`src/rtl/mem_arbiter.sv`:
```
// Round-robin arbiter sharing one main-memory block port between the I-cache refill path
// and the D-cache controller; one registered transaction at a time, requesters stalled via busywait.
module mem_arbiter #(
    parameter int ADDR_WIDTH = 28,
    parameter int DATA_WIDTH = 128
) (
    input  logic                  CLK,
    input  logic                  RESET,
    input  logic                  I_READ,
    input  logic [ADDR_WIDTH-1:0] I_ADDR,
    output logic [DATA_WIDTH-1:0] I_READDATA,
    output logic                  I_BUSYWAIT,
    input  logic                  D_READ,
    input  logic                  D_WRITE,
    input  logic [ADDR_WIDTH-1:0] D_ADDR,
    input  logic [DATA_WIDTH-1:0] D_WRITEDATA,
    output logic [DATA_WIDTH-1:0] D_READDATA,
    output logic                  D_BUSYWAIT,
    output logic                  MEM_READ,
    output logic                  MEM_WRITE,
    output logic [ADDR_WIDTH-1:0] MEM_ADDR,
    output logic [DATA_WIDTH-1:0] MEM_WRITEDATA,
    input  logic [DATA_WIDTH-1:0] MEM_READDATA,
    input  logic                  MEM_ACK
);

    typedef enum logic [1:0] {
        IDLE    = 2'd0,
        GRANT_I = 2'd1,
        GRANT_D = 2'd2
    } state_t;

    state_t                  state_q, state_d;
    logic                    last_d_q, last_d_d;
    logic                    mem_read_q, mem_read_d;
    logic                    mem_write_q, mem_write_d;
    logic [ADDR_WIDTH-1:0]   mem_addr_q, mem_addr_d;
    logic [DATA_WIDTH-1:0]   mem_wdata_q, mem_wdata_d;

    logic i_req;
    logic d_req;

    assign i_req = I_READ;
    assign d_req = D_READ | D_WRITE;

    always_ff @(posedge CLK) begin
        if (RESET) begin
            state_q     <= IDLE;
            last_d_q    <= 1'b0;
            mem_read_q  <= 1'b0;
            mem_write_q <= 1'b0;
            mem_addr_q  <= '0;
            mem_wdata_q <= '0;
        end else begin
            state_q     <= state_d;
            last_d_q    <= last_d_d;
            mem_read_q  <= mem_read_d;
            mem_write_q <= mem_write_d;
            mem_addr_q  <= mem_addr_d;
            mem_wdata_q <= mem_wdata_d;
        end
    end

    always_comb begin
        state_d     = state_q;
        last_d_d    = last_d_q;
        mem_read_d  = mem_read_q;
        mem_write_d = mem_write_q;
        mem_addr_d  = mem_addr_q;
        mem_wdata_d = mem_wdata_q;
        case (state_q)
            IDLE: begin
                // On contention the side that did not go last wins.
                if (i_req && (!d_req || last_d_q)) begin
                    state_d     = GRANT_I;
                    last_d_d    = 1'b0;
                    mem_read_d  = 1'b1;
                    mem_write_d = 1'b0;
                    mem_addr_d  = I_ADDR;
                end else if (d_req) begin
                    state_d     = GRANT_D;
                    last_d_d    = 1'b1;
                    mem_read_d  = ~D_WRITE;
                    mem_write_d = D_WRITE;
                    mem_addr_d  = D_ADDR;
                    mem_wdata_d = D_WRITEDATA;
                end
            end
            GRANT_I, GRANT_D: begin
                if (MEM_ACK) begin
                    state_d     = IDLE;
                    mem_read_d  = 1'b0;
                    mem_write_d = 1'b0;
                end
            end
            default: begin
                state_d     = IDLE;
                mem_read_d  = 1'b0;
                mem_write_d = 1'b0;
            end
        endcase
    end

    // Busywait drops combinationally in the requester's own ack cycle.
    assign I_BUSYWAIT    = i_req & ~((state_q == GRANT_I) & MEM_ACK);
    assign D_BUSYWAIT    = d_req & ~((state_q == GRANT_D) & MEM_ACK);
    assign I_READDATA    = MEM_READDATA;
    assign D_READDATA    = MEM_READDATA;
    assign MEM_READ      = mem_read_q;
    assign MEM_WRITE     = mem_write_q;
    assign MEM_ADDR      = mem_addr_q;
    assign MEM_WRITEDATA = mem_wdata_q;

endmodule

```
`config.mk`:
```
export PLATFORM = sky130hd
export DESIGN_NAME = mem_arbiter
export DESIGN_NICKNAME = d
export VERILOG_FILES = /design/src/rtl/mem_arbiter.sv
export SDC_FILE = /design/constraint.sdc
export NUM_CORES = 1
export LEC_CHECK = 0
export CORE_AREA = 3 3 283 285
export CTS_CLUSTER_DIAMETER = 120
export DETAILED_ROUTE_END_ITERATION = 8
export DIE_AREA = 0 0 286 288
export PLACE_DENSITY = 0.34
export RECOVER_POWER = 50
export REMOVE_ABC_BUFFERS = 1
export SETUP_SLACK_MARGIN = 0.02
export SYNTH_ARGS = -nofsm -noshare
export SYNTH_HDL_FRONTEND = slang
export SYNTH_SLANG_ARGS = --single-unit
```
`constraint.sdc`:
```
create_clock -name CLK -period 5.16 [get_ports CLK]
set_clock_uncertainty 0.1 [all_clocks]
set_input_delay 0.774 -clock CLK [delete_from_list [all_inputs] [get_ports CLK]]
set_output_delay 0.774 -clock CLK [all_outputs]
set_load 0.005 [all_outputs]
```
* Word level (Yosys, flattened, before mapping)
Cells that the tools add are included.
** Word-level totals
- Bits in registers :: 161
- Bits of input ports :: 318
- Output and inout port bits :: 416
- Word-level logic and storage cells :: 43
** Cells by class
- Equal/unequal tests :: 4
- Muxes and demuxes :: 15
- Bitwise operators :: 9
- Reductions and logical operators :: 9
** Operators with widths (count)
- $mux W28 :: 2
- $mux W1 :: 7
- $mux W2 :: 3
- $and A1 B1 Y1 :: 4
- $not A1 Y1 :: 4
- $pmux W1 S2 :: 2
- $pmux W2 S2 :: 1
- $reduce_and A2 Y1 :: 2
- $ne A3 B3 Y1 const B :: 1
- $reduce_and A3 Y1 :: 1
- $eq A2 B1 Y1 const B :: 1
- $eq A2 B2 Y1 const B :: 1
- $logic_not A2 Y1 :: 1
- $ne A2 B2 Y1 const B :: 1
- $reduce_bool A2 Y1 :: 1
- $reduce_or A2 Y1 :: 1
- $logic_and A1 B1 Y1 :: 1
- $logic_not A1 Y1 :: 1
- $logic_or A1 B1 Y1 :: 1
- $or A1 B1 Y1 :: 1

* Logic depth before layout (Yosys ltp)
- Depth in word-level cells :: 6
- Gate-level depth with buffers :: 8
- Mapped depth without buffers :: 5

* Worst setup path after synthesis
No wires, ideal clock.
- Kind :: input-to-output
- Start point :: in I_READ
- End point :: out I_BUSYWAIT
- Data arrival time :: 1437 ps
- Data required time :: 4286 ps
- Setup slack :: 2849 ps
- Stages :: 5
- Path buffers :: 3
- Cell sequence :: buf_2 inv_1 clkbuf_1 buf_2 a21oi_1
** Between the ends
- Word-level cells in the longest chain between the ends :: 1
** RTL lines
- start, declared :: RTL line 9 : input logic I_READ,
- $and A1 B1 Y1 :: RTL line 105 : assign I_BUSYWAIT = i_req & ~((state_q == GRANT_I) & MEM_ACK);
- end, declared :: RTL line 12 : output logic I_BUSYWAIT,
Every way passes these cells.

* Worst setup path after layout
- Start point :: in D_WRITE
- End point :: out D_BUSYWAIT
** Between the ends
- Word-level cells in the longest chain between the ends :: 2
** RTL lines
- start, declared :: RTL line 14 : input logic D_WRITE,
- $or A1 B1 Y1 :: RTL line 44 : assign d_req = D_READ | D_WRITE;
- $and A1 B1 Y1 :: RTL line 106 : assign D_BUSYWAIT = d_req & ~((state_q == GRANT_D) & MEM_ACK);
- end, declared :: RTL line 18 : output logic D_BUSYWAIT,
Every way passes these cells.

==> results.toml <==
[power]
clkPwrFrac_pct = 32.8
p_total_mw = 4.119
switching_share_pct = 34.56
seqPwrFrac_pct = 36.7
peakVddDrop_uv = 199.0
p_int_mw = 2.696
powerDensity_nw_per_um2 = 355.3
combPwrFrac_pct = 30.5
leakage_nw = 3.854
p_sw_mw = 1.423

[clock_network]
cts_buffer_depth = 2
cts_htree_levels = 4
tritoncts = "yes"
cts_root_buf = "clkbuf_16"
post_cts_buffers = 0
ctsHoldBuffers = 0
cts_resized = 0
cts_num_sinks = 161
numCtsBuffers = 17
clk_latency_ns = 0.49
clkTransAtPathRegs_ns = 0.08

[routing]
vias = 8348
wl_per_cell_um = 39.53
routed_wl_mm = 83.93
firstDrtPassIters = 5
ant_nets = 0
drc = 0
viasPerCell = 3.932
drtIter0Drc = 594

[floorplanning]
dieHeight_um = 288
dieArea_um2 = 82370
io_pins = 734
start_util_pct = 10.74
coreArea_um2 = 77590
core.rowCount = 102
die_x_um = 286

[setup_path]
worstSetupEndpointType = "output pin"
cp-start-kind = "primary input"
crit_fanout = 10
arrival_ns = 2.53
r2r-end = "MEM_ADDR[24]"
worst_ep_required_time_ns = 4.29
r2r-start = "state_q[0]"
rrSetupSlack_ns = 2.25
worstRegToRegCells = 5
path_class = "in -> out"

[timing]
rsz0062_at_grt = "no"
fmax_mhz = 293.7
min_period_ns = 3.404
finalMaxSlewViolations = 0
fin_ws_ns = 1.756
slew_headroom_pct = 25.98
whs_ns = 0.3733
setup_viol_count_final = 0
timing.final.hold_violations = 0
min_period_over_period_pct = 65.97
worst_slew_pin_slew_ns = 1.110

[hold_path]
hold_end = "MEM_WRITEDATA[107]"
hold_class = "reg -> reg"
whs_path_depth = 2
min_from = "MEM_WRITEDATA[107]"

[yosys]
netlist_instances = 1038
synth_compound_area_share_pct = 21.50
avgSynthCellArea_um2 = 8.029
synth_flop_cell = "dfxtp_1"
synth_area_leaders = "dfxtp_1 39%, buf_4 23%, nand3_1 9.2%"
synthAdderAreaFrac_pct = 0.4504
syn_area_um2 = 8334
yosysTopAreaCell = "dfxtp_1"
synth_warnings = 0
synth_top_family_by_area = "buffers and inverters"
synth.area.mux_share_pct = 0
synth-simple-area-share_pct = 11.20
synth_xor_area_share_pct = 0
synthTopCellsByCount = "256 x buf_4, 161 x dfxtp_1, 153 x nand3_1"
seq_area_frac_synth_pct = 38.67
ys_seq_elements = 161
synth.most_common_cell = "buf_4"
yosys.area.top_type_share_pct = 38.67
yosysUniqueCellTypes = 32
synthArstFlopShare_pct = 0
synth_edf_count = 0

[global_route]
grt_max_degree = 99
grt_usage_pct = 19.93
grt_pass1_vias = 8095
antenna_found_initial = 6
grt_pass1_wl_mm = 103.5
overflow = 0

[layout]
syn_to_final_growth_pct = 39.09
drive_gt1_share_pct = 4.898
nFillCells = 8907
design_area_um2 = 11590
final_nets = 1390

[placed_design]
port_buffers = 349
dpl_cell_area_um2 = 11000
dp_hpwl_mm = 68.94
dp_slack_ns = 1.752
gp_congestion = 0.8372

[status]
status = "completed"

[flow_run]
maxCapViolations = 0
-- how the worst max path moves through the flow --
stage / from / cells after the start / slack [ns] / end
after global placement: D_WRITE / 4 / 1.81 / D_BUSYWAIT
after floorplan: state_q[0] / 5 / -0.02 / MEM_ADDR[25]
final: D_WRITE / 4 / 1.76 / D_BUSYWAIT
after global routing: D_WRITE / 4 / 1.70 / D_BUSYWAIT
after CTS: D_WRITE / 4 / 1.75 / D_BUSYWAIT
after detailed placement: D_WRITE / 4 / 1.75 / D_BUSYWAIT
-- state kept, by name (all words and copies together), names as in the netlist --
register,count
MEM_WRITE,1
MEM_ADDR,28
last_d_q,1
MEM_READ,1
state_q,2
MEM_WRITEDATA,128
-- per-stage QoR --
| stage | utilization [%] | setup TNS [ns] | cells |
|---|---|---|---|
| 6_report | 14.94 | 0 | 2123 |
| 5_1_grt | 14.94 | 0 | 2122 |
| 4_1_cts | 14.94 | 0 | 2122 |
| 3_5_place_dp | 14.18 | 0 | 2090 |
| 3_3_place_gp | 14.18 | 0 | 2090 |
| 2_1_floorplan | - | -0.03123 | 687 |
-- layout make-up --
type                    count  area (um2)  area share [%]
diodes                      1       2.502         0.02159
inverters                   6       25.02          0.2159
clock buffers              18       439.2           3.788
well taps                1040        1301           11.23
multi-input cells         520        2805           24.20
repair buffers            363        3650           31.48
clock inverters            14       146.4           1.263
flip-flops and latches    161        3223           27.80
-- worst max-delay path, stage by stage --
cell	delay, ns
clkdlybuf4s50_1	0.81
nor2_1	0.13
a21oi_1	0.24
clkdlybuf4s50_1	0.57
-- cell usage in the layout, fill, tap and decap left out, types with 2 or more instances in the layout --
cell type	instances
clkdlybuf4s50_1	316
dfxtp_1	161
nand3_1	153
o21ai_0	151
a21oi_1	133
dlygate4sd3_1	32
nor2_1	28
a311oi_1	25
clkbuf_16	17
buf_4	10
inv_1	5
clkinvlp_4	4
inv_6	4
buf_12	4
o21ai_1	3
nand2_1	3
inv_8	3
a32o_1	2
or4_1	2
o211a_1	2
nor4_1	2
a22o_1	2
ha_1	2
clkinv_4	2
-- cells by family after synthesis --
| kind of cell | Yosys count |
|---|---|
| compound gates | 326 |
| fa+ha+maj | 3 |
| buf+inv | 357 |
| flops | 161 |
| simple gates | 191 |
-- power groups by stage --
stage	Clock [mW]	Sequential, mW	Combinational, mW
final	1.35	1.51	1.26
after global routing	1.46	1.53	1.39
after CTS	1.43	1.51	1.30
after detailed placement	0	1.54	1.30
after global placement	0	1.53	1.30
after floorplan	0	1.54	0.439
-- layer usage --
metal	wire, um	vias up	track usage, %
met2	35530	990	29.51
met3	20740	73	23.65
met1	24430	3850	16.33
met4	1610	30	4.555
li1	-	3405	-
met5	1612	-	13.87
No activity file was read; power rests on OpenSTA's default activity.
